[src/rtl/axi_rd_arbiter.sv]
`default_nettype none
// ==========================================================================
// axi_rd_arbiter : two-master round-robin AXI read arbiter, one outstanding
// transaction. Define ARB_PERF_CNT_EN to build the perf counters.  Rev 1.0
// ==========================================================================
module axi_rd_arbiter #(
  parameter int ADDR_W = 32,
  parameter int DATA_W = 32
) (
  input  logic              clk,
  input  logic              rst_n,
  input  logic              m0_arvalid,
  output logic              m0_arready,
  input  logic [ADDR_W-1:0] m0_araddr,
  input  logic [7:0]        m0_arlen,
  input  logic [2:0]        m0_arsize,
  input  logic [1:0]        m0_arburst,
  output logic              m0_rvalid,
  input  logic              m0_rready,
  output logic [DATA_W-1:0] m0_rdata,
  output logic              m0_rlast,
  input  logic              m1_arvalid,
  output logic              m1_arready,
  input  logic [ADDR_W-1:0] m1_araddr,
  input  logic [7:0]        m1_arlen,
  input  logic [2:0]        m1_arsize,
  input  logic [1:0]        m1_arburst,
  output logic              m1_rvalid,
  input  logic              m1_rready,
  output logic [DATA_W-1:0] m1_rdata,
  output logic              m1_rlast,
  output logic              s_arvalid,
  input  logic              s_arready,
  output logic [ADDR_W-1:0] s_araddr,
  output logic [7:0]        s_arlen,
  output logic [2:0]        s_arsize,
  output logic [1:0]        s_arburst,
  input  logic              s_rvalid,
  output logic              s_rready,
  input  logic [DATA_W-1:0] s_rdata,
  input  logic              s_rlast,
  output logic [31:0]       perf_grant0,
  output logic [31:0]       perf_grant1,
  output logic [31:0]       perf_wait
);

  typedef enum logic [1:0] {
    IDLE = 2'd0,
    ADDR = 2'd1,
    DATA = 2'd2
  } state_t;

  state_t            state_q, state_d;
  logic              prio_q, prio_d;
  logic              owner_q, owner_d;
  logic              arvalid_q, arvalid_d;
  logic [ADDR_W-1:0] araddr_q, araddr_d;
  logic [7:0]        arlen_q, arlen_d;
  logic [2:0]        arsize_q, arsize_d;
  logic [1:0]        arburst_q, arburst_d;

  logic sel;
  logic grant0;
  logic grant1;
  logic in_data;

  // rst_n gating keeps arready low while reset is held, even with arvalid high.
  always_comb begin
    if (m0_arvalid && m1_arvalid) sel = prio_q;
    else                          sel = m1_arvalid;
    grant0 = rst_n && (state_q == IDLE) && m0_arvalid && !sel;
    grant1 = rst_n && (state_q == IDLE) && m1_arvalid && sel;
  end

  assign in_data    = (state_q == DATA);
  assign m0_arready = grant0;
  assign m1_arready = grant1;

  assign s_arvalid  = arvalid_q;
  assign s_araddr   = araddr_q;
  assign s_arlen    = arlen_q;
  assign s_arsize   = arsize_q;
  assign s_arburst  = arburst_q;

  assign s_rready   = in_data && (owner_q ? m1_rready : m0_rready);
  assign m0_rvalid  = in_data && !owner_q && s_rvalid;
  assign m1_rvalid  = in_data &&  owner_q && s_rvalid;
  assign m0_rlast   = in_data && !owner_q && s_rlast;
  assign m1_rlast   = in_data &&  owner_q && s_rlast;
  assign m0_rdata   = s_rdata;
  assign m1_rdata   = s_rdata;

  always_comb begin
    state_d   = state_q;
    prio_d    = prio_q;
    owner_d   = owner_q;
    arvalid_d = arvalid_q;
    araddr_d  = araddr_q;
    arlen_d   = arlen_q;
    arsize_d  = arsize_q;
    arburst_d = arburst_q;
    case (state_q)
      IDLE: begin
        if (grant0 || grant1) begin
          owner_d   = grant1;
          araddr_d  = grant1 ? m1_araddr  : m0_araddr;
          arlen_d   = grant1 ? m1_arlen   : m0_arlen;
          arsize_d  = grant1 ? m1_arsize  : m0_arsize;
          arburst_d = grant1 ? m1_arburst : m0_arburst;
          arvalid_d = 1'b1;
          state_d   = ADDR;
        end
      end
      ADDR: begin
        if (s_arready) begin
          arvalid_d = 1'b0;
          state_d   = DATA;
        end
      end
      DATA: begin
        // Priority passes to whichever master did not just finish.
        if (s_rvalid && s_rready && s_rlast) begin
          state_d = IDLE;
          prio_d  = !owner_q;
        end
      end
      default: state_d = IDLE;
    endcase
  end

  always_ff @(posedge clk or negedge rst_n) begin
    if (!rst_n) begin
      state_q   <= IDLE;
      prio_q    <= 1'b0;
      owner_q   <= 1'b0;
      arvalid_q <= 1'b0;
      araddr_q  <= '0;
      arlen_q   <= '0;
      arsize_q  <= '0;
      arburst_q <= '0;
    end else begin
      state_q   <= state_d;
      prio_q    <= prio_d;
      owner_q   <= owner_d;
      arvalid_q <= arvalid_d;
      araddr_q  <= araddr_d;
      arlen_q   <= arlen_d;
      arsize_q  <= arsize_d;
      arburst_q <= arburst_d;
    end
  end

`ifdef ARB_PERF_CNT_EN
  logic [31:0] perf_grant0_q, perf_grant0_d;
  logic [31:0] perf_grant1_q, perf_grant1_d;
  logic [31:0] perf_wait_q, perf_wait_d;

  always_comb begin
    perf_grant0_d = perf_grant0_q;
    perf_grant1_d = perf_grant1_q;
    perf_wait_d   = perf_wait_q;
    if (grant0) perf_grant0_d = perf_grant0_q + 32'd1;
    if (grant1) perf_grant1_d = perf_grant1_q + 32'd1;
    if ((m0_arvalid && !grant0) || (m1_arvalid && !grant1))
      perf_wait_d = perf_wait_q + 32'd1;
  end

  always_ff @(posedge clk or negedge rst_n) begin
    if (!rst_n) begin
      perf_grant0_q <= '0;
      perf_grant1_q <= '0;
      perf_wait_q   <= '0;
    end else begin
      perf_grant0_q <= perf_grant0_d;
      perf_grant1_q <= perf_grant1_d;
      perf_wait_q   <= perf_wait_d;
    end
  end

  assign perf_grant0 = perf_grant0_q;
  assign perf_grant1 = perf_grant1_q;
  assign perf_wait   = perf_wait_q;
`else
  assign perf_grant0 = 32'd0;
  assign perf_grant1 = 32'd0;
  assign perf_wait   = 32'd0;
`endif

endmodule
`default_nettype wire

[config.mk]
export PLATFORM = sky130hd
export DESIGN_NAME = axi_rd_arbiter
export DESIGN_NICKNAME = d
export VERILOG_FILES = /design/src/rtl/axi_rd_arbiter.sv
export SDC_FILE = /design/constraint.sdc
export NUM_CORES = 1
export LEC_CHECK = 0
export CAP_MARGIN = 10
export CORE_AREA = 2 2 135 137
export DETAILED_ROUTE_END_ITERATION = 8
export DIE_AREA = 0 0 137 139
export DONT_BUFFER_PORTS = 1
export HOLD_SLACK_MARGIN = 0.06
export PLACE_DENSITY = 0.46
export SLEW_MARGIN = 20
export SYNTH_ARGS = -nofsm -noshare
export SYNTH_HDL_FRONTEND = slang
export SYNTH_SLANG_ARGS = --single-unit
export TNS_END_PERCENT = 5
[constraint.sdc]
create_clock -name clk -period 3.3 [get_ports clk]
set_input_delay 0.66 -clock clk [delete_from_list [all_inputs] [get_ports clk]]
set_output_delay 0.66 -clock clk [all_outputs]
set_load 0.005 [all_outputs]
==> results of run 1 <==
## cells in the final DEF (no fill, tap or decap), drive strengths merged
cell type  instances
mux2i              2
nand2             50
and3               3
a21oi              1
inv               46
conb              96
nand3b             1
a31oi             45
and2               1
a21o               1
or2                1
dfrtp             50
o22a              45
o21ai              2
clkbuf             6
nor3b              3
nor2b              2
nor3               1
buf                6
nand2b             3
o211ai            45
nor2               1
## per-stage QoR
stage	hold slack (ns)	util, %	instances	setup slack [ns]	power, mW
6_report	0.219	20.6	640	0.880	2.54
3_5_place_dp	0.366	19.7	633	0.971	2.04
5_1_grt	0.218	20.6	640	0.715	2.75
3_3_place_gp	0.366	19.7	633	1.02	1.99
2_1_floorplan	0.364	-	599	1.26	2.00
4_1_cts	0.214	20.6	640	0.838	2.61
## final timing paths
path / startpoint / slack (ns) / endpoint
min in group clk: s_arready / 0.45 / state_q[0]
worst max-delay path: state_q[1] / 0.88 / m0_arready
worst min register to register: s_arvalid / 0.53 / s_arvalid
worst max register to register: state_q[1] / 1.45 / s_araddr[19]
worst min-delay path: rst_n / 0.22 / s_arburst[0]
max in group asynchronous: rst_n / 2.84 / s_araddr[12]
## flip-flops by register name, summed over array words and instances, names as in the netlist
register,flops
s_arvalid,1
prio_q,1
s_arlen,8
s_arburst,2
s_arsize,3
s_araddr,32
owner_q,1
state_q,2
## cell type report
type                    instances  area, µm²  share of cell area (%)
repair buffers                  6       65.1                    1.79
flip-flops and latches         50       1250                    34.4
well taps                     229        287                    7.87
inverters                      46        173                    4.74
clock buffers                   6        139                    3.81
multi-input cells             303       1730                    47.4
## where the power goes
group          total [mW]  leakage [nW]  internal, mW  switching [mW]
combinational       0.854         0.975         0.373           0.481
sequential           1.17         0.544         0.899           0.269
clock               0.522        0.0688         0.294           0.228
## logic make-up (layout without fill, tap and decap cells)
logic type	after synthesis	count (layout)
buf+inv	246	58
flops	50	50
simple gates	66	66
compound gates	139	139
mux	2	2
other cells	1	96
## repair_timing
item / in CTS / in global routing
buffers inserted: 0 / 0
hold buffers: 1 / 0
endpoints found under the hold margin: 50 / 0
## routing by layer
metal	vias to the layer above	track usage [%]
met5	-	0
met4	0	4.02
met3	25	2.89
met2	173	18.4
met1	1394	11.7
li1	1284	-
==> results.json, run 1 <==
{
  "rsz_0062_raised_after_global_routing": "false",
  "grt_pass1_vias": 2743,
  "cts_tree": "done",
  "combinational_family_with_the_most_area_after_synthesis": "buffers and inverters",
  "finalWeightedCongestion": 0.742,
  "max_cap_violations": 0,
  "crit_slowest_cell": "sky130_fd_sc_hd__dfrtp_1",
  "ys_top_cells_by_count": "sky130_fd_sc_hd__buf_4, sky130_fd_sc_hd__dfrtp_1, sky130_fd_sc_hd__nand2_1",
  "worst_pin_slew_ns": 1.00,
  "post_synthesis_cell_area_um2": 4220,
  "number_of_antenna_violations_at_the_first_check_in_global_routing": 0,
  "post_route_cells_drive_above_1_share_pct": 4.14,
  "cp.required_ns": 2.64,
  "critical_path.cell_chain": "nor3b_4, buf_4, nand2_1, a21oi_1",
  "p_leak_nw": 1.59,
  "overall_track_demand_over_capacity_in_global_routing_pct": 10.4,
  "wl_met1_um": 3920,
  "synth_xor_area_share_pct": 0,
  "tritoncts.num_buffers": 5,
  "crit_path_start_kind": "flop",
  "drc": 0,
  "max_ir_drop_vdd_mv": 0.333,
  "via_count": 2876,
  "initial_core_util_pct": 23.9,
  "antenna_cells_inserted": 0,
  "cts.path.max_buffers": 2,
  "path_buf_inv": 1,
  "hold_violations": 0,
  "yosysWarnings": 0,
  "clk_latency_ns": 0.29,
  "worstSetupEndpointType": "output pin",
  "max_freq_ghz": 0.413,
  "critical_path_s_top_delay_family": "flip-flops",
  "syn_inst_count": 504,
  "r2r.worst_path.cells": 3,
  "drt-wirelength-per-cell_um": 15.9,
  "synth_top_cells_by_area": "sky130_fd_sc_hd__buf_4, sky130_fd_sc_hd__dfrtp_1, sky130_fd_sc_hd__o22a_1",
  "tns_ns": 0,
  "power_per_cell_area_nw_per_um2": 698,
  "total_i_o_pin_count": 344,
  "maximum_level_of_the_cts_h_tree": 2,
  "finalCritPeriodShare_pct": 73.3,
  "design_area_um2": 3640,
  "synth_enable_flop_cells": 0,
  "fin_nets": 543,
  "yosys.area_share.adder_pct": 0,
  "cp_max_fo": 43,
  "met2_length_um": 5250,
  "route.detailed.vias_per_inst": 4.49,
  "clkSinkCount": 50,
  "global_route_wire_length_before_repair_um": 15500,
  "cpPeakStageDelay_ns": 0.44,
  "drt-pass1-iter-count": 5,
  "placement.cell_area_um2": 3480,
  "timing.clock.skew_ns": 0.00586,
  "post_cts_resized": 0,
  "status": "complete, no violations",
  "synth_compound_area_share_pct": 24.5,
  "die-height_um": 139,
  "area_share_of_and_or_nand_nor_cells_after_synthesis_pct": 6.96,
  "overflow": 0,
  "sequential_fraction_of_the_synthesis_area_pct": 29.6,
  "cts.reportedPaths.clkPinSlew_ns": 0.07,
  "dp_hpwl_um": 6840,
  "routed.top_layer": "met4",
  "floorplan.rows": 49,
  "crit_cells": 4,
  "antenna_violating_nets_post_route": 0,
  "synth_async_sr_flop_share_pct": 100,
  "synth_cell_type_count": 26,
  "share_of_cell_area_taken_by_muxes_after_synthesis_pct": 0.474,
  "root_cell_of_the_clock_tree": "sky130_fd_sc_hd__clkbuf_16",
  "crit_arrival_ns": 1.76,
  "slew_viol_final": 0,
  "synth_register_bits": 50,
  "synth_top_cell_by_area": "sky130_fd_sc_hd__buf_4",
  "critPathKind": "reg -> out",
  "setup_viol_count_final": 0,
  "synth_largest_type_area_fraction_pct": 30.0,
  "timing.slew.headroom_pct": 33.1,
  "synth.avg_cell_area_um2": 8.38,
  "core_region_area_um2": 17700,
  "postSynth.topFlopCell": "sky130_fd_sc_hd__dfrtp_1",
  "finalWorstPathRequiredPeriod_ns": 2.42,
  "areaGrowthSynthToFinish_pct": -13.8,
  "nFillCells": 1958,
  "floorplan_die_area_um2": 19000,
  "drt-initial-drc-count": 141,
  "chipWidth_um": 137,
  "worstHoldPathType": "in -> async",
  "port_buffers": 0,
  "grt_max_degree": 94,
  "synthMostInstantiatedCell": "sky130_fd_sc_hd__buf_4",
  "wl_um": 10200,
  "wl_met3_um": 779
}
(Power assumes the default switching activity.)
==> run 2, diff against run 1 <==
- PLACE_DENSITY: 0.46 -> 0.47
- clock period: 3.3 -> 2.1 ns (I/O delays scaled with it)
==> run 2 against run 1 <==
Compared with the run above:
- worst hold slack worse by 0.0096 ns
- via count up 1.5%
- highest routed layer unchanged
- register-to-register slack got worse by 1.3 ns
- cell count grew 0.63%
- sequential power rose by 56%
- largest cell class unchanged
- clock power rose by 83%
==> results.json, run 2 (synthesis results as in run 1) <==
{
  "drt-initial-drc-count": 141,
  "die-height_um": 139,
  "cts.reportedPaths.clkPinSlew_ns": 0.07,
  "total_i_o_pin_count": 344,
  "cp_max_fo": 47,
  "worst_slack_ns": 0.0439,
  "areaGrowthSynthToFinish_pct": -11.6,
  "initial_core_util_pct": 23.9,
  "rsz_0062_raised_after_global_routing": "true",
  "seq_power_share_pct": 43.2,
  "overflow": 0,
  "dp_worst_setup_slack_ns": 0.181,
  "cell_internal_pwr_mw": 2.64,
  "chipWidth_um": 137,
  "worst_pin_slew_ns": 1.03,
  "core_region_area_um2": 17700,
  "global_route_wire_length_before_repair_um": 16200,
  "largest_register_ffs": 32,
  "reg2reg_setup_slack_ns": 0.10,
  "critPathKind": "reg -> out",
  "final_util_pct": 21.1,
  "overall_track_demand_over_capacity_in_global_routing_pct": 11.0,
  "drt-wirelength-per-cell_um": 16.9,
  "power.share.switching_pct": 37.7,
  "clk_latency_ns": 0.30,
  "drc": 0,
  "floorplan.rows": 49,
  "maximum_level_of_the_cts_h_tree": 2,
  "net-switching-power_mw": 1.60,
  "grt_max_degree": 94,
  "endpoint": "m0_arready",
  "tritoncts.num_buffers": 5,
  "rr_endpoint": "s_araddr[20]",
  "slew_viol_final": 0,
  "finalWorstPathRequiredPeriod_ns": 2.06,
  "status": "complete, no violations",
  "cp.required_ns": 1.68,
  "max_ir_drop_vdd_mv": 0.376,
  "wl_um": 10900,
  "setup_viol_count_final": 0,
  "fin_nets": 545,
  "crit_path_start_kind": "flop",
  "timing.clock.skew_ns": 0.00430,
  "power_frac_comb_pct": 34.3,
  "r2r.worst_path.cells": 3,
  "final_cell_count_no_fill": 644,
  "p_leak_nw": 1.63,
  "cp-startpoint": "state_q[1]",
  "crit_arrival_ns": 1.64,
  "tns_ns": 0,
  "finalWeightedCongestion": 0.704,
  "layout.cells.most_common": "sky130_fd_sc_hd__conb_1",
  "dp_hpwl_um": 6780,
  "crit-reg2reg-launch": "state_q[1]",
  "max_freq_ghz": 0.486,
  "timing.slew.headroom_pct": 31.5,
  "cts.path.max_buffers": 2,
  "via_count": 2920,
  "cts_tree": "done",
  "clkSinkCount": 50,
  "floorplan_die_area_um2": 19000,
  "worstHoldPathType": "in -> reg",
  "port_buffers": 0,
  "grt_pass1_vias": 2739,
  "power_per_cell_area_nw_per_um2": 1130,
  "finalHoldWorstSlack_ns": 0.209,
  "drt-pass1-iter-count": 4,
  "post_cts_resized": 0,
  "antenna_cells_inserted": 0,
  "total_placed_cells_including_tap_cells": 633,
  "root_cell_of_the_clock_tree": "sky130_fd_sc_hd__clkbuf_16",
  "max_cap_violations": 0,
  "antenna_violating_nets_post_route": 0,
  "worstSetupEndpointType": "output pin",
  "post_route_cells_drive_above_1_share_pct": 4.34,
  "finalCritPeriodShare_pct": 97.9,
  "pwr-share-clk_pct": 22.5,
  "most-common-layout-cells": "sky130_fd_sc_hd__conb_1, sky130_fd_sc_hd__nand2_1, sky130_fd_sc_hd__dfrtp_1",
  "number_of_antenna_violations_at_the_first_check_in_global_routing": 1,
  "hold_violations": 0,
  "route.detailed.vias_per_inst": 4.53
}
[run 2: how the worst min path moves through the flow]
stage                   start           end  slack (ns)  cells after the start
floorplan               rst_n       owner_q        0.12                      0
global placement        rst_n  s_araddr[24]        0.13                      0
detailed placement      rst_n  s_araddr[21]        0.13                      0
CTS                 s_arready    state_q[0]        0.19                      1
global route        s_arready    state_q[0]        0.21                      1
finish              s_arready    state_q[0]        0.21                      1
[run 2: power by group through the flow]
stage	combinational [mW]	clock [mW]	sequential (mW)
finish	1.45	0.953	1.83
detailed placement	1.35	0	1.87
floorplan	1.44	0	1.70
global placement	1.29	0	1.85
CTS	1.47	0.998	1.85
global route	1.62	1.03	1.89
[run 2: layout make-up]
class | instances | area (µm²)
Tap cell | 229 | 287
Multi-Input combinational cell | 303 | 1730
Inverter | 46 | 173
Fill cell | 1973 | 13900
Clock buffer | 7 | 133
Sequential cell | 50 | 1250
Timing Repair Buffer | 8 | 133
Clock inverter | 1 | 30.0
[run 2: layer usage]
layer  share of wire, %  up-vias  GRT usage, %
li1                   -     1288             -
met1                 38     1424          12.9
met2                 50      179          18.5
met3                9.2       29          3.65
met4                2.4        0          4.34
met5                  0        -             0
[run 2: worst max-delay path, cell delays in order, from the launching register on]
cell,delay (ns)
sky130_fd_sc_hd__dfrtp_1,0.44
sky130_fd_sc_hd__nor3b_4,0.33
sky130_fd_sc_hd__buf_12,0.29
sky130_fd_sc_hd__nand2_1,0.10
sky130_fd_sc_hd__a21oi_1,0.17
[run 2: per-stage QoR]
stage	total power, mW	cell area, µm²
6_report	4.24	3730
2_1_floorplan	3.14	4580
4_1_cts	4.31	3730
3_5_place_dp	3.22	3500
3_3_place_gp	3.14	3500
5_1_grt	4.53	3730
[run 2: timing repair]
| item | CTS | global route |
|---|---|---|
| hold buffers | 2 | 0 |
| setup endpoints to repair | 2 | 36 |
| gates cloned | 1 | 0 |
| endpoints found under the hold margin | 50 | 0 |
| buffers inserted | 0 | 0 |
